### src/rtl/clock_gate_ctrl_if.sv
// Handshake bundle between the clock-gate sequencer and its subdomain.
// master = sequencer side, slave = domain/requester side.
interface clock_gate_ctrl_if #(
  parameter int NUM_REQ = 4,
  parameter int CNT_W   = 8
);
  logic [NUM_REQ-1:0] wake_req_i;
  logic               busy_i;
  logic               force_on_i;
  logic               quiesce_ack_i;
  logic               quiesce_req_o;
  logic               clk_en_o;
  logic               ready_o;
  logic               gated_o;
  logic [CNT_W-1:0]   gate_cnt_o;

  modport master (
    input  wake_req_i, busy_i, force_on_i, quiesce_ack_i,
    output quiesce_req_o, clk_en_o, ready_o, gated_o, gate_cnt_o
  );

  modport slave (
    output wake_req_i, busy_i, force_on_i, quiesce_ack_i,
    input  quiesce_req_o, clk_en_o, ready_o, gated_o, gate_cnt_o
  );
endinterface

### src/rtl/clock_gate_ctrl.sv
// Idle-driven enable sequencer for one subdomain ClockGate.
// Every output is a flop so the gate enable can never glitch.
module clock_gate_ctrl #(
  parameter int NUM_REQ     = 4,
  parameter int IDLE_CYCLES = 16,
  parameter int WAKE_CYCLES = 2,
  parameter int CNT_W       = 8
) (
  input  logic                clk_i,
  input  logic                rst_ni,
  clock_gate_ctrl_if.master   io
);

  localparam int IDLE_W = (IDLE_CYCLES > 1) ? $clog2(IDLE_CYCLES) : 1;
  localparam int WAKE_W = (WAKE_CYCLES > 1) ? $clog2(WAKE_CYCLES) : 1;
  localparam logic [IDLE_W-1:0] IDLE_LAST = IDLE_W'(IDLE_CYCLES - 1);
  localparam logic [WAKE_W-1:0] WAKE_LAST = WAKE_W'(WAKE_CYCLES - 1);

  localparam logic [1:0] RUN   = 2'd0;
  localparam logic [1:0] DRAIN = 2'd1;
  localparam logic [1:0] GATED = 2'd2;
  localparam logic [1:0] WAKE  = 2'd3;

  logic [NUM_REQ-1:0] req;
  logic               idle;
  logic               demand;

  logic [1:0]        state_q, state_d;
  logic [IDLE_W-1:0] idle_cnt_q, idle_cnt_d;
  logic [WAKE_W-1:0] wake_cnt_q, wake_cnt_d;
  logic [CNT_W-1:0]  gate_cnt_q, gate_cnt_d;
  logic              clk_en_q, clk_en_d;
  logic              ready_q, ready_d;
  logic              qreq_q, qreq_d;
  logic              gated_q, gated_d;

  assign req    = io.wake_req_i;
  assign demand = (|req) || io.force_on_i;
  assign idle   = !io.busy_i && !demand;

  always_comb begin
    state_d    = state_q;
    idle_cnt_d = idle_cnt_q;
    wake_cnt_d = wake_cnt_q;
    gate_cnt_d = gate_cnt_q;
    unique case (state_q)
      RUN: begin
        if (!idle) begin
          idle_cnt_d = '0;
        end else if (idle_cnt_q == IDLE_LAST) begin
          state_d = DRAIN;
        end else begin
          idle_cnt_d = idle_cnt_q + IDLE_W'(1);
        end
      end
      DRAIN: begin
        // abort wins over a same-cycle ack
        if (!idle) begin
          state_d    = RUN;
          idle_cnt_d = '0;
        end else if (io.quiesce_ack_i) begin
          state_d = GATED;
          if (gate_cnt_q != {CNT_W{1'b1}})
            gate_cnt_d = gate_cnt_q + CNT_W'(1);
        end
      end
      GATED: begin
        if (demand) begin
          state_d    = WAKE;
          wake_cnt_d = '0;
        end
      end
      WAKE: begin
        if (wake_cnt_q == WAKE_LAST) begin
          state_d    = RUN;
          idle_cnt_d = '0;
        end else begin
          wake_cnt_d = wake_cnt_q + WAKE_W'(1);
        end
      end
      default: state_d = RUN;
    endcase
  end

  always_comb begin
    clk_en_d = (state_d != GATED);
    ready_d  = (state_d == RUN) || (state_d == DRAIN);
    qreq_d   = (state_d == DRAIN) || (state_d == GATED);
    gated_d  = (state_d == GATED);
  end

  always_ff @(posedge clk_i or negedge rst_ni) begin
    if (!rst_ni) begin
      state_q    <= RUN;
      idle_cnt_q <= '0;
      wake_cnt_q <= '0;
      gate_cnt_q <= '0;
      clk_en_q   <= 1'b1;
      ready_q    <= 1'b1;
      qreq_q     <= 1'b0;
      gated_q    <= 1'b0;
    end else begin
      state_q    <= state_d;
      idle_cnt_q <= idle_cnt_d;
      wake_cnt_q <= wake_cnt_d;
      gate_cnt_q <= gate_cnt_d;
      clk_en_q   <= clk_en_d;
      ready_q    <= ready_d;
      qreq_q     <= qreq_d;
      gated_q    <= gated_d;
    end
  end

  assign io.clk_en_o      = clk_en_q;
  assign io.ready_o       = ready_q;
  assign io.quiesce_req_o = qreq_q;
  assign io.gated_o       = gated_q;
  assign io.gate_cnt_o    = gate_cnt_q;

endmodule

### src/flat_wrapper.sv
// flat-port wrapper written by rule: the top's interface ports become plain ports
module clock_gate_ctrl_flat 
#(
  parameter int NUM_REQ     = 4,
  parameter int IDLE_CYCLES = 16,
  parameter int WAKE_CYCLES = 2,
  parameter int CNT_W       = 8
)
  (clk_i, rst_ni, io_wake_req_i, io_busy_i, io_force_on_i, io_quiesce_ack_i, io_quiesce_req_o, io_clk_en_o, io_ready_o, io_gated_o, io_gate_cnt_o);
  clock_gate_ctrl_if #(.NUM_REQ(NUM_REQ), .CNT_W(CNT_W)) io_i ();
  input  logic clk_i;
  input  logic rst_ni;
  input wire logic [$bits(io_i.wake_req_i)-1:0] io_wake_req_i;
  input wire logic [$bits(io_i.busy_i)-1:0] io_busy_i;
  input wire logic [$bits(io_i.force_on_i)-1:0] io_force_on_i;
  input wire logic [$bits(io_i.quiesce_ack_i)-1:0] io_quiesce_ack_i;
  output wire logic [$bits(io_i.quiesce_req_o)-1:0] io_quiesce_req_o;
  output wire logic [$bits(io_i.clk_en_o)-1:0] io_clk_en_o;
  output wire logic [$bits(io_i.ready_o)-1:0] io_ready_o;
  output wire logic [$bits(io_i.gated_o)-1:0] io_gated_o;
  output wire logic [$bits(io_i.gate_cnt_o)-1:0] io_gate_cnt_o;
  assign io_i.wake_req_i = io_wake_req_i;
  assign io_i.busy_i = io_busy_i;
  assign io_i.force_on_i = io_force_on_i;
  assign io_i.quiesce_ack_i = io_quiesce_ack_i;
  assign io_quiesce_req_o = io_i.quiesce_req_o;
  assign io_clk_en_o = io_i.clk_en_o;
  assign io_ready_o = io_i.ready_o;
  assign io_gated_o = io_i.gated_o;
  assign io_gate_cnt_o = io_i.gate_cnt_o;
  clock_gate_ctrl #(.NUM_REQ(NUM_REQ), .IDLE_CYCLES(IDLE_CYCLES), .WAKE_CYCLES(WAKE_CYCLES), .CNT_W(CNT_W)) u_core (.clk_i(clk_i), .rst_ni(rst_ni), .io(io_i));
endmodule
### config.mk
export PLATFORM = sky130hd
export DESIGN_NAME = clock_gate_ctrl_flat
export DESIGN_NICKNAME = d
export VERILOG_FILES = /design/src/rtl/clock_gate_ctrl_if.sv /design/src/rtl/clock_gate_ctrl.sv /design/src/flat_wrapper.sv
export SDC_FILE = /design/constraint.sdc
export NUM_CORES = 1
export LEC_CHECK = 0
export ABC_AREA = 1
export CAP_MARGIN = 15
export CORE_ASPECT_RATIO = 2
export CORE_MARGIN = 1.5
export CORE_UTILIZATION = 25
export CTS_BUF_LIST = sky130_fd_sc_hd__clkbuf_8
export DETAILED_ROUTE_END_ITERATION = 16
export HOLD_SLACK_MARGIN = 0.05
export PLACE_DENSITY_LB_ADDON = 0.08
export RECOVER_POWER = 100
export SYNTH_ARGS = -nofsm -noshare
export SYNTH_HDL_FRONTEND = slang
export SYNTH_SLANG_ARGS = --single-unit
### constraint.sdc
create_clock -name clk_i -period 4.3 [get_ports clk_i]
set_clock_uncertainty 0.05 [all_clocks]
set_input_delay 0.43 -clock clk_i [delete_from_list [all_inputs] [get_ports clk_i]]
set_output_delay 0.43 -clock clk_i [all_outputs]
set_load 0.05 [all_outputs]
==> impl_metrics.csv <==
group,metric,value,unit
route,drt_iter0_markers,16,
sta,fmax,444,MHz
clock_tree,clock-sinks,19,
layout,mostFrequentLayoutCell,"nand2_1",
layout,layout-drive-gt1-share,9.43,%
layout,n_fill_cell,469,
worst_setup_path,worst-path-buf-inv,2,
clock_tree,cts_hold_buf,0,
clock_tree,cts_buffers,3,
floorplan,io_pins,21,
logic_synthesis,yosysWarnings,0,
clock_tree,cts_root_buffer,"clkbuf_8",
sta,timing.setup.tns,0,ns
route,wl_per_cell,11.3,um
worst_setup_path,worstSetupPathType,"input port to flop",
clock_tree,clock_latency,0.26,ns
power,p_int,317,uW
route,detail-route-antenna-nets,0,
sta,rsz0062_at_grt,"false",
power,p_per_area,373,nW/um^2
worst_setup_path,slowest_stage,"dlygate4sd3_1",
layout,fin_cells,211,
layout,antenna_cells,0,
grt,gr-total-overflow,0,
power,p_leak,0.698,nW
worst_setup_path,cp-end-kind,"flop",
power,ir_drop,0.144,mV
clock_tree,cts_tree,"done",
floorplan,die_area,4770,sq um
worst_setup_path,cp_cell_sequence,"dlygate4sd3_1 -> nor2_1 -> nand4_1 -> nor2_1 -> nand2_1 -> nand2_1 -> nor2_1 -> ha_1 -> inv_1",
layout,multi_input_area,495,sq um
grt,antenna_found_initial,0,
route,vias_per_cell,4.37,
placement,hpwlAfterDp,1.91,mm
worst_setup_path,arrival,2.36,ns
floorplan,dieWidth,49.6,um
logic_synthesis,synth_area_per_cell,8.04,sq um
placement,place_congestion,0.780,
worst_setup_path,critPathMaxStageDelay,0.53,ns
grt,grt_max_degree,20,
floorplan,rows,33,
clock_tree,cts_resized,0,
sta,setup_viol,0,
floorplan,coreArea,4130,sq um
layout,area_growth,24.7,%
sta,slew_viol_final,0,
floorplan,initial_core_util,26.3,%
layout,fin_nets,173,
sta,post-route-min-period,2.25,ns
grt,first_global_vias,918,
placement,io_buffers,20,
worst_setup_path,cp-start-kind,"input port",
floorplan,die_y,96.2,um
grt,grt.total_usage,11.1,%
logic_synthesis,synthCells,135,
sta,holdWs,0.496,ns
placement,placed_cells,207,
sta,worst_pin_slew,0.891,ns
route,first_pass_iters,4,
power,finalPower,505,uW
layout,layout_common_cells,"nand2_1, dfrtp_1, inv_1, nand3_1",
clock_tree,clk_path_buf_depth,2,
clock_tree,clkTransAtPathRegs,0.08,ns
hold_path,min_path_type,"flop to flop",
layout,final-seq-area,478,sq um
grt,grt_pass1_wl,4.00,mm
route,drt-total-wl,2.38,mm
sta,period_share,52.4,%
worst_setup_path,cp_max_fo,9,
run,drv_cap,0,
sta,max_slew_margin,40.4,%
power,netSwitchingPower,187,uW
run_status,status,"finished, final reports clean",
power,switching_share,37.2,%
clock_tree,htree_levels,1,
power,clkPwrFrac,25.7,%
sta,hold_viol_final,0,
logic_synthesis,synth_seq_cells,19,
logic_synthesis,syn_area,1080,sq um
power,power_frac_comb,30.0,%
route,vias,923,
worst_setup_path,crit_top_cell,"nor2_1",
logic_synthesis,synth_nets,148,
clock_tree,cts_setup_buffers,0,
logic_synthesis,yosysUniqueCellTypes,22,
logic_synthesis,yosysSeqAreaShare,44.1,%
worst_setup_path,path_delay_family,"simple AND/OR/NAND/NOR gates",
power,pwr-share-seq,44.3,%
worst_setup_path,cp.required,4.41,ns
route,drc,0,
-- synthesized netlist by cell type --
| library cell | count | share of area (%) |
|---|---|---|
| inv_2 | 3 | 1.0 |
| nor2_8 | 1 | 1.8 |
| nand2_1 | 39 | 13 |
| nor2_4 | 1 | 1.0 |
| or2_1 | 1 | 0.58 |
| nor3_1 | 2 | 0.92 |
| nand3b_1 | 2 | 1.4 |
| nand2_4 | 1 | 1.0 |
| nor2_2 | 2 | 1.2 |
| or2_2 | 1 | 0.58 |
| o21ai_0 | 2 | 0.92 |
| nand4_1 | 4 | 2.3 |
| dfstp_2 | 2 | 4.8 |
| nor2_1 | 12 | 4.2 |
| nand3_1 | 15 | 6.9 |
| xnor2_1 | 4 | 3.2 |
| nand4_2 | 1 | 1.2 |
| ha_1 | 4 | 4.6 |
| dfrtp_1 | 17 | 39 |
| nand2_2 | 2 | 1.2 |
| o21ai_2 | 4 | 3.2 |
| inv_1 | 15 | 5.2 |
-- per-layer routing --
metal  track usage [%]  up-vias  routed length [um]  share of wire (%)
met1              10.3      425                 888                 37
met3              1.40        7                  45                1.9
met4              6.25        0                  67                2.8
met2              22.3       13                1380                 58
li1                  -      478                   -                  -
met5                 0        -                   0                  0
-- kinds of logic (layout without fill, tap and decap cells) --
kind of cell / Yosys count / count (layout) / share of synthesized area (%)
AND/OR/NAND/NOR: 84 / 84 / 37.7
flip-flops: 19 / 19 / 44.1
buffers and inverters: 18 / 42 / 6.23
AO/OA/AOI/OAI: 6 / 6 / 4.15
adder cells (fa/ha/maj): 4 / 4 / 4.61
XOR/XNOR: 4 / 4 / 3.23
-- sequential cells by signal (all words and copies together) (netlist names) --
register and count:
u_core.io.gated_o 1, u_core.state_q 2, u_core.idle_cnt_q 4, u_core.io.gate_cnt_o 8, u_core.io.clk_en_o 1, u_core.wake_cnt_q 1
u_core.io.quiesce_req_o 1, u_core.io.ready_o 1
-- power groups by stage --
stage               combinational (mW)  clock [mW]  sequential [mW]
finish                           0.151       0.130            0.224
global route                     0.168       0.141            0.227
CTS                              0.167       0.135            0.225
detailed placement               0.166           0            0.228
global placement                 0.167           0            0.228
floorplan                       0.0659           0            0.273
-- per-stage QoR --
stage                     worst slack (ns)  cell area (sq um)  utilization (%)
final                                 2.05               1350             32.8
after global routing                  1.77               1350             32.8
after CTS                             2.22               1400             33.8
after detailed placement              2.17               1350             32.7
after global placement                2.19               1350             32.7
after floorplan                       2.52               1080                -
-- final timing paths --
kind | slack (ns) | cells past startpoint | from | endpoint
max | 2.05 | 9 | io_wake_req_i[2] | u_core.io.quiesce_req_o$_DFF_PN0_
min | 0.50 | 2 | u_core.idle_cnt_q[3]$_DFFE_PN0P_ | u_core.idle_cnt_q[3]$_DFFE_PN0P_
max reg2reg | 2.43 | 9 | u_core.state_q[0]$_DFF_PN0_ | u_core.io.quiesce_req_o$_DFF_PN0_
min reg2reg | 0.50 | 2 | u_core.idle_cnt_q[3]$_DFFE_PN0P_ | u_core.idle_cnt_q[3]$_DFFE_PN0P_
max in group asynchronous | 2.97 | 1 | rst_ni | u_core.io.gate_cnt_o[7]$_DFFE_PN0P_
min in group asynchronous | 0.68 | 1 | rst_ni | u_core.io.gate_cnt_o[2]$_DFFE_PN0P_
-- layout make-up --
class | instances | share of cell area [%]
Multi-Input combinational cell | 98 | 36.6
Tap cell | 52 | 4.81
Clock inverter | 1 | 0.370
Inverter | 18 | 5.00
Clock buffer | 3 | 3.05
Sequential cell | 19 | 35.3
Timing Repair Buffer | 20 | 14.8
-- worst register-to-register path, stage by stage (launching register included) --
cell     delay [ns]
dfrtp_1        0.44
inv_2          0.10
nor2_4         0.10
inv_2          0.03
nor2_1         0.46
nand2_1        0.14
nand2_1        0.10
nor2_1         0.06
ha_1           0.28
inv_1          0.03
(Power assumes the default switching activity.)
